**config.mk**
```make
export PLATFORM = sky130hd
export DESIGN_NAME = phase_cmd_sched
export DESIGN_NICKNAME = d
export VERILOG_FILES = /design/src/rtl/phase_cmd_sched.sv
export SDC_FILE = /design/constraint.sdc
export NUM_CORES = 1
export LEC_CHECK = 0
export ABC_CLOCK_PERIOD_IN_PS = 3000
export BUFFER_PORTS_ARGS = -buffer_cell sky130_fd_sc_hd__buf_2
export CORE_UTILIZATION = 54
export DETAILED_ROUTE_END_ITERATION = 12
export GPL_TIMING_DRIVEN = 0
export PLACE_DENSITY = 0.75
export SYNTH_ARGS = -nofsm -noshare
export SYNTH_HDL_FRONTEND = slang
export SYNTH_SLANG_ARGS = --single-unit
```
**constraint.sdc**
```tcl
create_clock -name clk -period 3 [get_ports clk]
set_input_delay 0 -clock clk [delete_from_list [all_inputs] [get_ports clk]]
set_output_delay 0 -clock clk [all_outputs]
set_load 0.02 [all_outputs]
```
**src/rtl/phase_cmd_sched.sv**
```systemverilog
// phase_cmd_sched
//   Arbitrates operator commands from the IR key decoder and the UART byte
//   receiver, decodes them into per-channel phase writes and the array output
//   enable, and keeps a shadow copy of every channel phase so relative IR steps
//   can be applied. Phase writes leave over a req/ack handshake with a timeout.
//
// Ports
//   clk, rst            clock; asynchronous active-low reset
//   ir_stb, ir_code     1-cycle strobe + IR key code
//   uart_stb, uart_byte 1-cycle strobe + received UART byte
//   cfg_wr/addr/data    phase write request, held until cfg_ack or timeout
//   cfg_ack             generator accepted the write
//   out_en              array output enable
//   sel_ch              channel selected by IR up/down
//   busy                high while a write is outstanding
//   err                 sticky ack-timeout flag
//   drop_cnt            saturating count of commands lost to full slots
module phase_cmd_sched #(
  parameter int         NCH    = 8,
  parameter int         AW     = 3,
  parameter logic [7:0] STEP   = 8'd4,
  parameter int         TO_CYC = 255
) (
  input  logic          clk,
  input  logic          rst,
  input  logic          ir_stb,
  input  logic [7:0]    ir_code,
  input  logic          uart_stb,
  input  logic [7:0]    uart_byte,
  output logic          cfg_wr,
  output logic [AW-1:0] cfg_addr,
  output logic [7:0]    cfg_data,
  input  logic          cfg_ack,
  output logic          out_en,
  output logic [AW-1:0] sel_ch,
  output logic          busy,
  output logic          err,
  output logic [7:0]    drop_cnt
);

  localparam logic [7:0]    IR_UP    = 8'h18;
  localparam logic [7:0]    IR_DOWN  = 8'h52;
  localparam logic [7:0]    IR_RIGHT = 8'h5A;
  localparam logic [7:0]    IR_LEFT  = 8'h08;
  localparam logic [7:0]    IR_OK    = 8'h1C;
  localparam logic [7:0]    U_ON     = 8'hE1;
  localparam logic [7:0]    U_OFF    = 8'hE0;
  localparam logic [AW-1:0] CH_MAX   = AW'(NCH - 1);
  localparam logic [15:0]   TO_LAST  = 16'(TO_CYC - 1);

  typedef enum logic { S_IDLE, S_WRITE } state_t;
  typedef enum logic { U_HDR, U_DAT } ustate_t;

  state_t        state_q, state_d;
  ustate_t       ustate_q, ustate_d;
  logic          ir_full_q, ir_full_d;
  logic [7:0]    ir_slot_q, ir_slot_d;
  logic          uart_full_q, uart_full_d;
  logic [7:0]    uart_slot_q, uart_slot_d;
  logic          rr_ir_q, rr_ir_d;
  logic [AW-1:0] uch_q, uch_d;
  logic [AW-1:0] sel_ch_q, sel_ch_d;
  logic [AW-1:0] cfg_addr_q, cfg_addr_d;
  logic [7:0]    cfg_data_q, cfg_data_d;
  logic          cfg_wr_q, cfg_wr_d;
  logic          out_en_q, out_en_d;
  logic          err_q, err_d;
  logic [7:0]    drop_cnt_q, drop_cnt_d;
  logic [15:0]   tmr_q, tmr_d;
  logic [7:0]    shadow_q [NCH];
  logic [7:0]    shadow_d [NCH];

  logic          grant_ir, grant_uart, ir_drop, uart_drop;
  logic [8:0]    drop_sum;

  always_ff @(posedge clk or negedge rst) begin
    if (!rst) begin
      state_q     <= S_IDLE;
      ustate_q    <= U_HDR;
      ir_full_q   <= 1'b0;
      ir_slot_q   <= '0;
      uart_full_q <= 1'b0;
      uart_slot_q <= '0;
      rr_ir_q     <= 1'b1;
      uch_q       <= '0;
      sel_ch_q    <= '0;
      cfg_addr_q  <= '0;
      cfg_data_q  <= '0;
      cfg_wr_q    <= 1'b0;
      out_en_q    <= 1'b0;
      err_q       <= 1'b0;
      drop_cnt_q  <= '0;
      tmr_q       <= '0;
      for (int i = 0; i < NCH; i++) shadow_q[i] <= '0;
    end else begin
      state_q     <= state_d;
      ustate_q    <= ustate_d;
      ir_full_q   <= ir_full_d;
      ir_slot_q   <= ir_slot_d;
      uart_full_q <= uart_full_d;
      uart_slot_q <= uart_slot_d;
      rr_ir_q     <= rr_ir_d;
      uch_q       <= uch_d;
      sel_ch_q    <= sel_ch_d;
      cfg_addr_q  <= cfg_addr_d;
      cfg_data_q  <= cfg_data_d;
      cfg_wr_q    <= cfg_wr_d;
      out_en_q    <= out_en_d;
      err_q       <= err_d;
      drop_cnt_q  <= drop_cnt_d;
      tmr_q       <= tmr_d;
      shadow_q    <= shadow_d;
    end
  end

  always_comb begin
    state_d     = state_q;
    ustate_d    = ustate_q;
    ir_full_d   = ir_full_q;
    ir_slot_d   = ir_slot_q;
    uart_full_d = uart_full_q;
    uart_slot_d = uart_slot_q;
    rr_ir_d     = rr_ir_q;
    uch_d       = uch_q;
    sel_ch_d    = sel_ch_q;
    cfg_addr_d  = cfg_addr_q;
    cfg_data_d  = cfg_data_q;
    cfg_wr_d    = cfg_wr_q;
    out_en_d    = out_en_q;
    err_d       = err_q;
    tmr_d       = tmr_q;
    shadow_d    = shadow_q;
    grant_ir    = 1'b0;
    grant_uart  = 1'b0;
    ir_drop     = 1'b0;
    uart_drop   = 1'b0;

    // Round-robin pointer only moves when both sources contend.
    if (state_q == S_IDLE) begin
      if (ir_full_q && uart_full_q) begin
        grant_ir   = rr_ir_q;
        grant_uart = !rr_ir_q;
        rr_ir_d    = !rr_ir_q;
      end else begin
        grant_ir   = ir_full_q;
        grant_uart = uart_full_q;
      end
    end

    // A strobe in the same cycle as its slot's grant simply refills the slot.
    if (ir_stb) begin
      if (ir_full_q && !grant_ir) ir_drop = 1'b1;
      else begin
        ir_full_d = 1'b1;
        ir_slot_d = ir_code;
      end
    end else if (grant_ir) begin
      ir_full_d = 1'b0;
    end

    if (uart_stb) begin
      if (uart_full_q && !grant_uart) uart_drop = 1'b1;
      else begin
        uart_full_d = 1'b1;
        uart_slot_d = uart_byte;
      end
    end else if (grant_uart) begin
      uart_full_d = 1'b0;
    end

    drop_sum   = {1'b0, drop_cnt_q} + 9'(ir_drop) + 9'(uart_drop);
    drop_cnt_d = drop_sum[8] ? 8'hFF : drop_sum[7:0];

    if (grant_ir) begin
      case (ir_slot_q)
        IR_UP:   sel_ch_d = (sel_ch_q == CH_MAX) ? '0 : sel_ch_q + AW'(1);
        IR_DOWN: sel_ch_d = (sel_ch_q == '0) ? CH_MAX : sel_ch_q - AW'(1);
        IR_RIGHT, IR_LEFT: begin
          cfg_addr_d = sel_ch_q;
          cfg_data_d = (ir_slot_q == IR_RIGHT) ? shadow_q[sel_ch_q] + STEP
                                               : shadow_q[sel_ch_q] - STEP;
          cfg_wr_d   = 1'b1;
          tmr_d      = '0;
          state_d    = S_WRITE;
        end
        IR_OK:   out_en_d = !out_en_q;
        default: ;
      endcase
    end

    // The UART parser advances only on UART grants, so IR traffic between a
    // header and its data byte leaves it untouched.
    if (grant_uart) begin
      if (ustate_q == U_HDR) begin
        if ((uart_slot_q[7:4] == 4'hA) && ({28'd0, uart_slot_q[3:0]} < 32'(NCH))) begin
          uch_d    = uart_slot_q[AW-1:0];
          ustate_d = U_DAT;
        end else if (uart_slot_q == U_ON) begin
          out_en_d = 1'b1;
        end else if (uart_slot_q == U_OFF) begin
          out_en_d = 1'b0;
        end
      end else begin
        cfg_addr_d = uch_q;
        cfg_data_d = uart_slot_q;
        cfg_wr_d   = 1'b1;
        tmr_d      = '0;
        state_d    = S_WRITE;
        ustate_d   = U_HDR;
      end
    end

    // Shadow is only committed on a real ack; a timed-out write leaves it.
    if (state_q == S_WRITE) begin
      if (cfg_ack) begin
        shadow_d[cfg_addr_q] = cfg_data_q;
        cfg_wr_d             = 1'b0;
        state_d              = S_IDLE;
      end else if (tmr_q == TO_LAST) begin
        cfg_wr_d = 1'b0;
        err_d    = 1'b1;
        state_d  = S_IDLE;
      end else begin
        tmr_d = tmr_q + 16'd1;
      end
    end
  end

  assign cfg_wr   = cfg_wr_q;
  assign cfg_addr = cfg_addr_q;
  assign cfg_data = cfg_data_q;
  assign out_en   = out_en_q;
  assign sel_ch   = sel_ch_q;
  assign busy     = (state_q != S_IDLE);
  assign err      = err_q;
  assign drop_cnt = drop_cnt_q;

endmodule

```
# After elaboration in Yosys (flattened, before gate mapping)

Index checks and enable logic that the tools add are counted.
W data, S select, Z words.

Logic and storage cells: 140
Bits in registers: 129
Output and inout bits: 26
Bits of input ports: 21

Reduce and logical (&&, ||, !) cells: 23
Bitwise operators: 7
Equality and inequality tests: 12
$add $sub $neg: 7
Magnitude comparators: 4
Muxes and demuxes: 63

Operator list:

| kind                    | count |
|---|---|
| $mux W16                | 7 |
| $mux W8                 | 9 |
| $bwmux W64              | 1 |
| $mux W1                 | 37 |
| $bmux W8 S3             | 1 |
| $demux W8 S3            | 1 |
| $mux W3                 | 6 |
| $add A16 B1 Y16 const B | 1 |
| $eq A16 B8 Y1 const B   | 1 |
| $eq A8 B5 Y1 const B    | 2 |
| $eq A8 B7 Y1 const B    | 2 |
| $eq A8 B8 Y1 const B    | 2 |
| $reduce_and A2 Y1       | 7 |
| $add A8 B1 Y9           | 1 |
| $add A9 B1 Y9           | 1 |
| $add A8 B3 Y8 const B   | 1 |
| $eq A8 B4 Y1 const B    | 1 |
| $ge A4 B4 Y1 const B    | 2 |
| $not A3 Y4              | 2 |
| $sub A8 B3 Y8 const B   | 1 |
| $pmux W3 S2             | 1 |
| $reduce_and A3 Y1       | 2 |
| $reduce_bool A2 Y1      | 3 |
| $logic_and A1 B1 Y1     | 5 |
| 11 further kinds        | 19 |

# Logic depth before layout (Yosys ltp)

Gate-level depths: netlist of the first run.

Depth after elaboration: 10
Mapped depth: 12
Depth with buffers taken out: 10

# Least setup slack after synthesis of the first run

Ideal clock, no wire load.

Path kind: register to register
From: reg sel_ch_q[0] (netlist: sel_ch[0])
To: reg cfg_data_q[7] (netlist: cfg_data[7])
Buffers on the path: 2
Stages on the path, launching flop included: 12
Slack: 12 ps
Setup time: 118 ps
Clock period less this slack: 2988 ps
Required time: 2882 ps
Arrival time: 2870 ps
Cell sequence: dfrtp_1 -> buf_6 -> buf_2 -> mux4_2 -> mux2_2 -> ha_1 -> a21o_1 -> a21oi_1 -> o221ai_2 -> xnor2_1 -> a21oi_1 -> a21o_1

Word-level cells in the longest chain between the ends: 10
Elaborated cells between the ends (all ways): 11
Those cells by class: 2 x add/sub; 8 x mux; 1 x bitwise

Ends and longest elaborated chain:

| what                                           | line     | source |
|---|---|---|
| start: declaration                             | 62       | `logic [AW-1:0] sel_ch_q, sel_ch_d;` |
| start signal: assignment                       | 104      | `sel_ch_q <= sel_ch_d;` |
| $not A3 Y4 (not written as such) *             | 180, 181 |  |
| $bmux W8 S3 *                                  | 180, 181 |  |
| $mux W8 (not written as such) * (2 in a row)   | 180, 181 |  |
| $sub A8 B3 Y8 or $add A8 B3 Y8 (tied branches) | 181, 180 |  |
| $mux W8 *                                      | 180      | `cfg_data_d = (ir_slot_q == IR_RIGHT) ? shadow_q[sel_ch_q] + STEP` |
| $mux W8 *                                      | 175      | `case (ir_slot_q)` |
| $mux W8 *                                      | 174      | `if (grant_ir) begin` |
| $mux W8                                        | 194      | `if (ustate_q == U_HDR) begin` |
| $mux W8 *                                      | 193      | `if (grant_uart) begin` |
| via cfg_data_d[7]                              | 64       | `logic [7:0] cfg_data_q, cfg_data_d;` |
| end signal: assignment                         | 106      | `cfg_data_q <= cfg_data_d;` |
| end: declaration                               | 64       |  |

The timed path passes the listed nets; every way through them passes the cells marked *. The select of a mux whose other input is x is not followed.
A chain may end at the register's enable or synchronous reset.

# Worst setup path in the final report of the first run

Same ends and word-level chain as after synthesis.

==> results of run 1 <==
sequential cells by signal, summed over array words and instances, names as in the netlist, 3 cells and up:
register	flops
sel_ch	3
tmr_q	16
cfg_data	8
uart_slot_q	8
uch_q	3
ir_slot_q	8
cfg_addr	3
shadow_q	64
drop_cnt	8
stage by stage:
step                area, µm²  util, %  instances  setup TNS [ns]  hold slack (ns)
global route             7390     67.3        719               0            0.183
floorplan                6190        -        483               0           -0.296
global placement         6600     60.0        669          -0.413            0.209
detailed placement       6630     60.4        670          -0.536           0.0145
finish                   7390     67.3        719               0            0.119
CTS                      7380     67.2        719               0            0.143
worst max path at each step:
stage | slack (ns) | endpoint
5_1_grt | 0.005 | cfg_data[7]
2_1_floorplan | 0.01 | cfg_data[7]
3_3_place_gp | -0.26 | cfg_data[7]
4_1_cts | 0.02 | cfg_data[7]
6_report | 0.13 | cfg_data[7]
3_5_place_dp | -0.31 | cfg_data[7]
timing repair:
| item | in CTS | in global routing |
|---|---|---|
| endpoints found under the hold margin | 79 | 0 |
| hold buffers | 20 | 0 |
| pin swaps | 0 | 0 |
| setup endpoints to repair | 3 | 1 |
| cloned | 0 | 0 |
| resized for setup | 5 | 3 |
synthesized netlist by cell type (all sizes together), types with 4 or more instances:
cell / n / share of area (%)
dfrtp: 128 / 52
mux2: 87 / 16
nand2: 35 / 2.1
nor2: 27 / 1.6
o21ai: 22 / 1.8
inv: 16 / 0.97
mux4: 16 / 6.2
a21oi: 14 / 1.3
xnor2: 14 / 2.0
mux2i: 13 / 2.3
nand3: 13 / 1.2
ha: 11 / 2.2
nor3: 10 / 0.97
nand4: 8 / 0.81
buf: 7 / 0.67
xor2: 7 / 0.99
nand2b: 6 / 0.61
a21o: 5 / 0.61
clkbuf: 4 / 0.24
nor4: 4 / 0.61
area by class of cell:
cell class / count / area (µm²) / share of cell area [%]
tap: 140 / 175 / 2.37
sequential: 129 / 3230 / 43.7
buffer: 10 / 76.3 / 1.03
timing repair buffer: 67 / 464 / 6.28
clock buffer: 23 / 478 / 6.47
inverter: 16 / 60.1 / 0.813
clock inverter: 7 / 60.1 / 0.813
multi-input combinational: 327 / 2850 / 38.5
layer usage:
layer  track usage (%)  up-vias  routed length, µm
li1                  -     1917                  -
met1              32.7     2118               5910
met2              39.1       76               6470
met3              6.22       19                507
met4              10.1        0                218
met5                 0        -                  0
power groups by stage:
| stage | registers (mW) | logic [mW] | clock network (mW) |
|---|---|---|---|
| 2_1_floorplan | 2.60 | 1.08 | 0 |
| 5_1_grt | 2.61 | 1.89 | 2.00 |
| 4_1_cts | 2.54 | 1.73 | 1.91 |
| 6_report | 2.54 | 1.73 | 1.90 |
| 3_3_place_gp | 2.53 | 1.63 | 0 |
| 3_5_place_dp | 2.56 | 1.69 | 0 |
kinds of logic after synthesis:
| logic type | count (synthesis) | synth area share [%] |
|---|---|---|
| flops | 129 | 52.2 |
| simple gates | 125 | 10.6 |
| mux | 116 | 24.4 |
| compound gates | 52 | 5.15 |
| buf+inv | 27 | 1.88 |
| xor+xnor | 21 | 2.97 |
| fa+ha+maj | 13 | 2.87 |
==> reports/qor.yml, run 1 <==
outcome:
  status: "finished, final reports clean"
global_routing:
  grt_pass1_vias: 4227
  grt_pass1_wl_um: 21700
  grtUsageTotal_pct: 24.8
  antenna_found_initial: 0
  grt_max_degree: 71
  overflow: 0
timing:
  worst_slack_ns: 0.134
  period_share_pct: 95.5
  period_needed_ns: 2.87
  clock_skew_ns: 0.0251
  finalHoldViolations: 0
  fmax_mhz: 349
  relSlewSlack_pct: 25.8
  tightest_slew_ns: 1.11
  slew_viol_final: 0
  setup_violations: 0
  rsz0062_at_grt: "false"
logic_synthesis:
  async_reset_ff_share_pct: 100
  synth_edf_count: 0
  ys_seq_area_share_pct: 52.2
  synthCells: 483
  synth_nets: 517
  ys_types: 53
  synth_area_um2: 6190
  synth-seq-cells: 129
  avgSynthCellArea_um2: 12.8
  ys.flop_type: "dfrtp_1"
  synth_warnings: 0
worst_setup_path:
  crit_buf_inv: 2
  reg2reg_from: "sel_ch[0]"
  cp-start-kind: "register"
  crit_type: "reg2reg"
  critPathLaunch: "sel_ch[0]"
  cp-end-kind: "register"
  r2r_setup_slack_ns: 0.13
  slowest_delay_ns: 0.51
  rr_endpoint: "cfg_data[7]"
  crit_required_ns: 3.32
  cpMaxStageDelayCell: "mux4_2"
  cp_top_family: "multiplexers"
  cp_max_fo: 10
  cp_cell_sequence: "buf_12 -> buf_12 -> mux4_2 -> mux2_2 -> ha_2 -> a21o_1 -> a21oi_1 -> o221ai_2 -> xnor2_1 -> a21oi_1 -> a21o_1"
  reg2reg_depth: 11
  worstSetupPathDepth: 11
  worstPathArrival_ns: 3.19
floorplan:
  initial_core_util_pct: 56.4
  die_area_um2: 11900
  row_count: 38
  core_area_um2: 11000
  die_y_um: 109
  io_pins: 47
  die_w_um: 109
cts:
  cts_tree: "built"
  root_buffer: "clkbuf_16"
  cts.sinks: 129
  htree_levels: 4
  cts_buffers: 17
  cts_setup_buffers: 0
  cts.path.max_buffers: 2
  clk_latency_ns: 0.43
  clkTransAtPathRegs_ns: 0.06
pwr:
  intPower_mw: 4.12
  p_leak_nw: 3.49
  switching_share_pct: 33.3
  pwr-share-comb_pct: 28.0
  ir_drop_mv: 0.547
  seqPwrFrac_pct: 41.2
  power_density_nw_per_um2: 835
  finalPower_mw: 6.17
  switching_power_mw: 2.05
  clkPwrFrac_pct: 30.7
cells_and_area:
  diodes: 0
  finalNetCount: 602
  drive_gt1_share_pct: 33.0
  area_delta_synth_final_pct: 19.4
  layout_commonest_cell: "dfrtp_1"
  layout_common_cells: "127 x dfrtp_1, 87 x mux2_2, 47 x buf_2"
  fillCellCount: 799
drt:
  first_pass_iters: 4
  drt_iter0_markers: 212
  via_per_inst: 5.74
  remaining_drc_errors: 0
  detail-route-antenna-nets: 0
  num_vias: 4130
  routed_wl_um: 13100
  wire_per_inst_um: 18.2
place:
  dp_hpwl_um: 8850
  globalplace.congestion: 0.810
  portBuffers: 46
  pre_cts_slack_ns: -0.305
flow_run:
  max_cap_viol_count: 0
hold_path:
  min-delay-path-class: "in2async"
Power figures use the tool's default switching activity.
==> run 2: changes to the inputs <==
ABC_CLOCK_PERIOD_IN_PS = 2750   (was 3000)
BUFFER_PORTS_ARGS = -buffer_cell sky130_fd_sc_hd__buf_4   (was -buffer_cell sky130_fd_sc_hd__buf_2)
CORE_UTILIZATION = 60   (was 54)
PLACE_DENSITY = 0.79   (was 0.75)
clock period = 2.75 ns   (was 3 ns; I/O delays follow)
==> run 2 against run 1 <==
  * Cell count rose by 0.28%
  * Core utilization grew 10 points
  * Highest routed layer unchanged
  * Critical path type unchanged
  * Critical endpoint unchanged
  * Clock skew down 0.019 ns
  * Die area shrank 9.8%
  * Worst setup slack got worse by 0.069 ns
  * Largest cell class unchanged
==> reports/qor.yml, run 2 (synthesis results as in run 1) <==
outcome:
  status: "finished, final reports clean"
timing:
  slew_viol_final: 0
  period_share_pct: 97.6
  final.setup.tns_ns: 0
  finalHoldViolations: 0
  holdWs_ns: 0.0218
  period_needed_ns: 2.68
  fmax_mhz: 372
  tightest_slew_ns: 1.05
  clock_skew_ns: 0.00614
  relSlewSlack_pct: 29.5
  setup_violations: 0
worst_setup_path:
  cp_max_fo: 7
  crit_type: "reg2reg"
  cp_cell_sequence: "buf_12 -> buf_12 -> mux4_2 -> mux2_4 -> ha_4 -> a21o_1 -> a21oi_2 -> o221ai_2 -> xnor2_1 -> a21oi_1 -> a21o_1"
  cp-end-kind: "register"
  r2r_setup_slack_ns: 0.07
  worstPathArrival_ns: 3.10
  slowest_delay_ns: 0.53
  crit_required_ns: 3.17
  cp-start-kind: "register"
  cpMaxStageDelayCell: "mux4_2"
cts:
  clkTransAtPathRegs_ns: 0.06
  cts.path.max_buffers: 2
  cts.sinks: 129
  cts_buffers: 17
  cts_tree: "built"
  htree_levels: 4
  clk_latency_ns: 0.53
  root_buffer: "clkbuf_8"
cells_and_area:
  layout_common_cells: "127 x dfrtp_1, 86 x mux2_2, 53 x buf_4"
  top_register: "shadow_q"
  drive_gt1_share_pct: 34.5
  finalNetCount: 610
  fillCellCount: 595
  reg.largest.list: "shadow_q: 64 flops, tmr_q: 16 flops"
  finish.utilization_pct: 77.4
  largest_reg_flops: 64
  multiInputGateArea_um2: 2870
  seq_area_um2: 3230
  area_delta_synth_final_pct: 23.3
  diodes: 0
  layout_commonest_cell: "dfrtp_1"
floorplan:
  initial_core_util_pct: 62.7
  core_area_um2: 9860
  die_w_um: 104
  die_area_um2: 10700
  row_count: 36
  io_pins: 47
  die_y_um: 104
pwr:
  ir_drop_mv: 0.656
  p_leak_nw: 3.57
  power_density_nw_per_um2: 927
drt:
  routed_wl_um: 13900
  wire_per_inst_um: 19.2
  via_per_inst: 5.87
  drt_iter0_markers: 245
  num_vias: 4233
  remaining_drc_errors: 0
  detail-route-antenna-nets: 0
  first_pass_iters: 4
flow_run:
  max_cap_viol_count: 0
place:
  portBuffers: 46
  dp_hpwl_um: 8830
  globalplace.congestion: 0.832
hold_path:
  min-delay-path-class: "in2async"
global_routing:
  grt_pass1_wl_um: 22600
  overflow: 0
  grt_max_degree: 90
  grt_pass1_vias: 4364
  antenna_found_initial: 0
  grtUsageTotal_pct: 27.9
-- run 2: cell count changes in the layout (fill, tap and decap cells not counted), sizes merged --
cell	previous run	this run
buf	53	61
clkinv	6	3
bufinv	1	3
clkbuf	27	29
-- run 2: worst paths after layout --
path | start | to | cells past startpoint
setup / recovery | sel_ch[0] | cfg_data[7] | 11
hold / removal | rst | rr_ir_q | 2
setup reg to reg | sel_ch[0] | cfg_data[7] | 11
hold reg to reg | uch_q[0] | cfg_addr[0] | 2
max in group asynchronous | rst | sel_ch[0] | 3
min in group clk | uart_stb | uart_full_q | 4
-- run 2: what timing repair did --
action                                  4_1_cts  5_1_grt
hold buffers                                 21        0
endpoints found under the hold margin       151        0
setup buffers                                 4        2
resized for setup                             6        7
pin swaps                                     1        3
endpoints found under the setup margin        3        2
-- run 2: area by class of cell --
type | count | area share (%)
buffer | 11 | 1.20
clock buffer | 25 | 6.08
clock inverter | 6 | 1.38
inverter | 16 | 0.787
multi-input combinational | 327 | 37.6
sequential | 129 | 42.3
tap | 133 | 2.18
timing repair buffer | 74 | 8.41
-- run 2: through the flow --
step / worst slack, ns / cells / area [µm²] / power [mW]
3_5_place_dp: -0.209 / 663 / 6760 / 4.76
4_1_cts: 0.0214 / 719 / 7600 / 7.04
2_1_floorplan: 0.0685 / 483 / 6220 / 4.04
6_report: 0.0652 / 721 / 7630 / 7.07
5_1_grt: -0.00147 / 721 / 7630 / 7.41
3_3_place_gp: -0.139 / 662 / 6730 / 4.66
-- run 2: routing by layer --
| metal | part of all wire, % | GRT usage [%] | routed length [µm] |
|---|---|---|---|
| met1 | 42 | 36.4 | 5890 |
| met3 | 5.0 | 7.68 | 698 |
| met4 | 1.9 | 11.1 | 257 |
| met5 | 0 | 0 | 0 |
| met2 | 51 | 44.6 | 7020 |
-- run 2: critical path, delay by kind of cell, from the launching register on --
kind                     cells  cell delay (ns)
adder cells (fa/ha/maj)      1             0.24
XOR/XNOR                     1             0.19
multiplexers                 2             0.82
buffers and inverters        2             0.25
flip-flops                   1             0.39
AO/OA/AOI/OAI                5             0.69
-- run 2: power by group --
| part | switching [mW] | total (mW) | internal [mW] |
|---|---|---|---|
| Clock | 0.751 | 2.17 | 1.42 |
| Sequential | 0.485 | 2.79 | 2.30 |
| Combinational | 1.05 | 2.12 | 1.07 |
| Total | 2.29 | 7.07 | 4.79 |
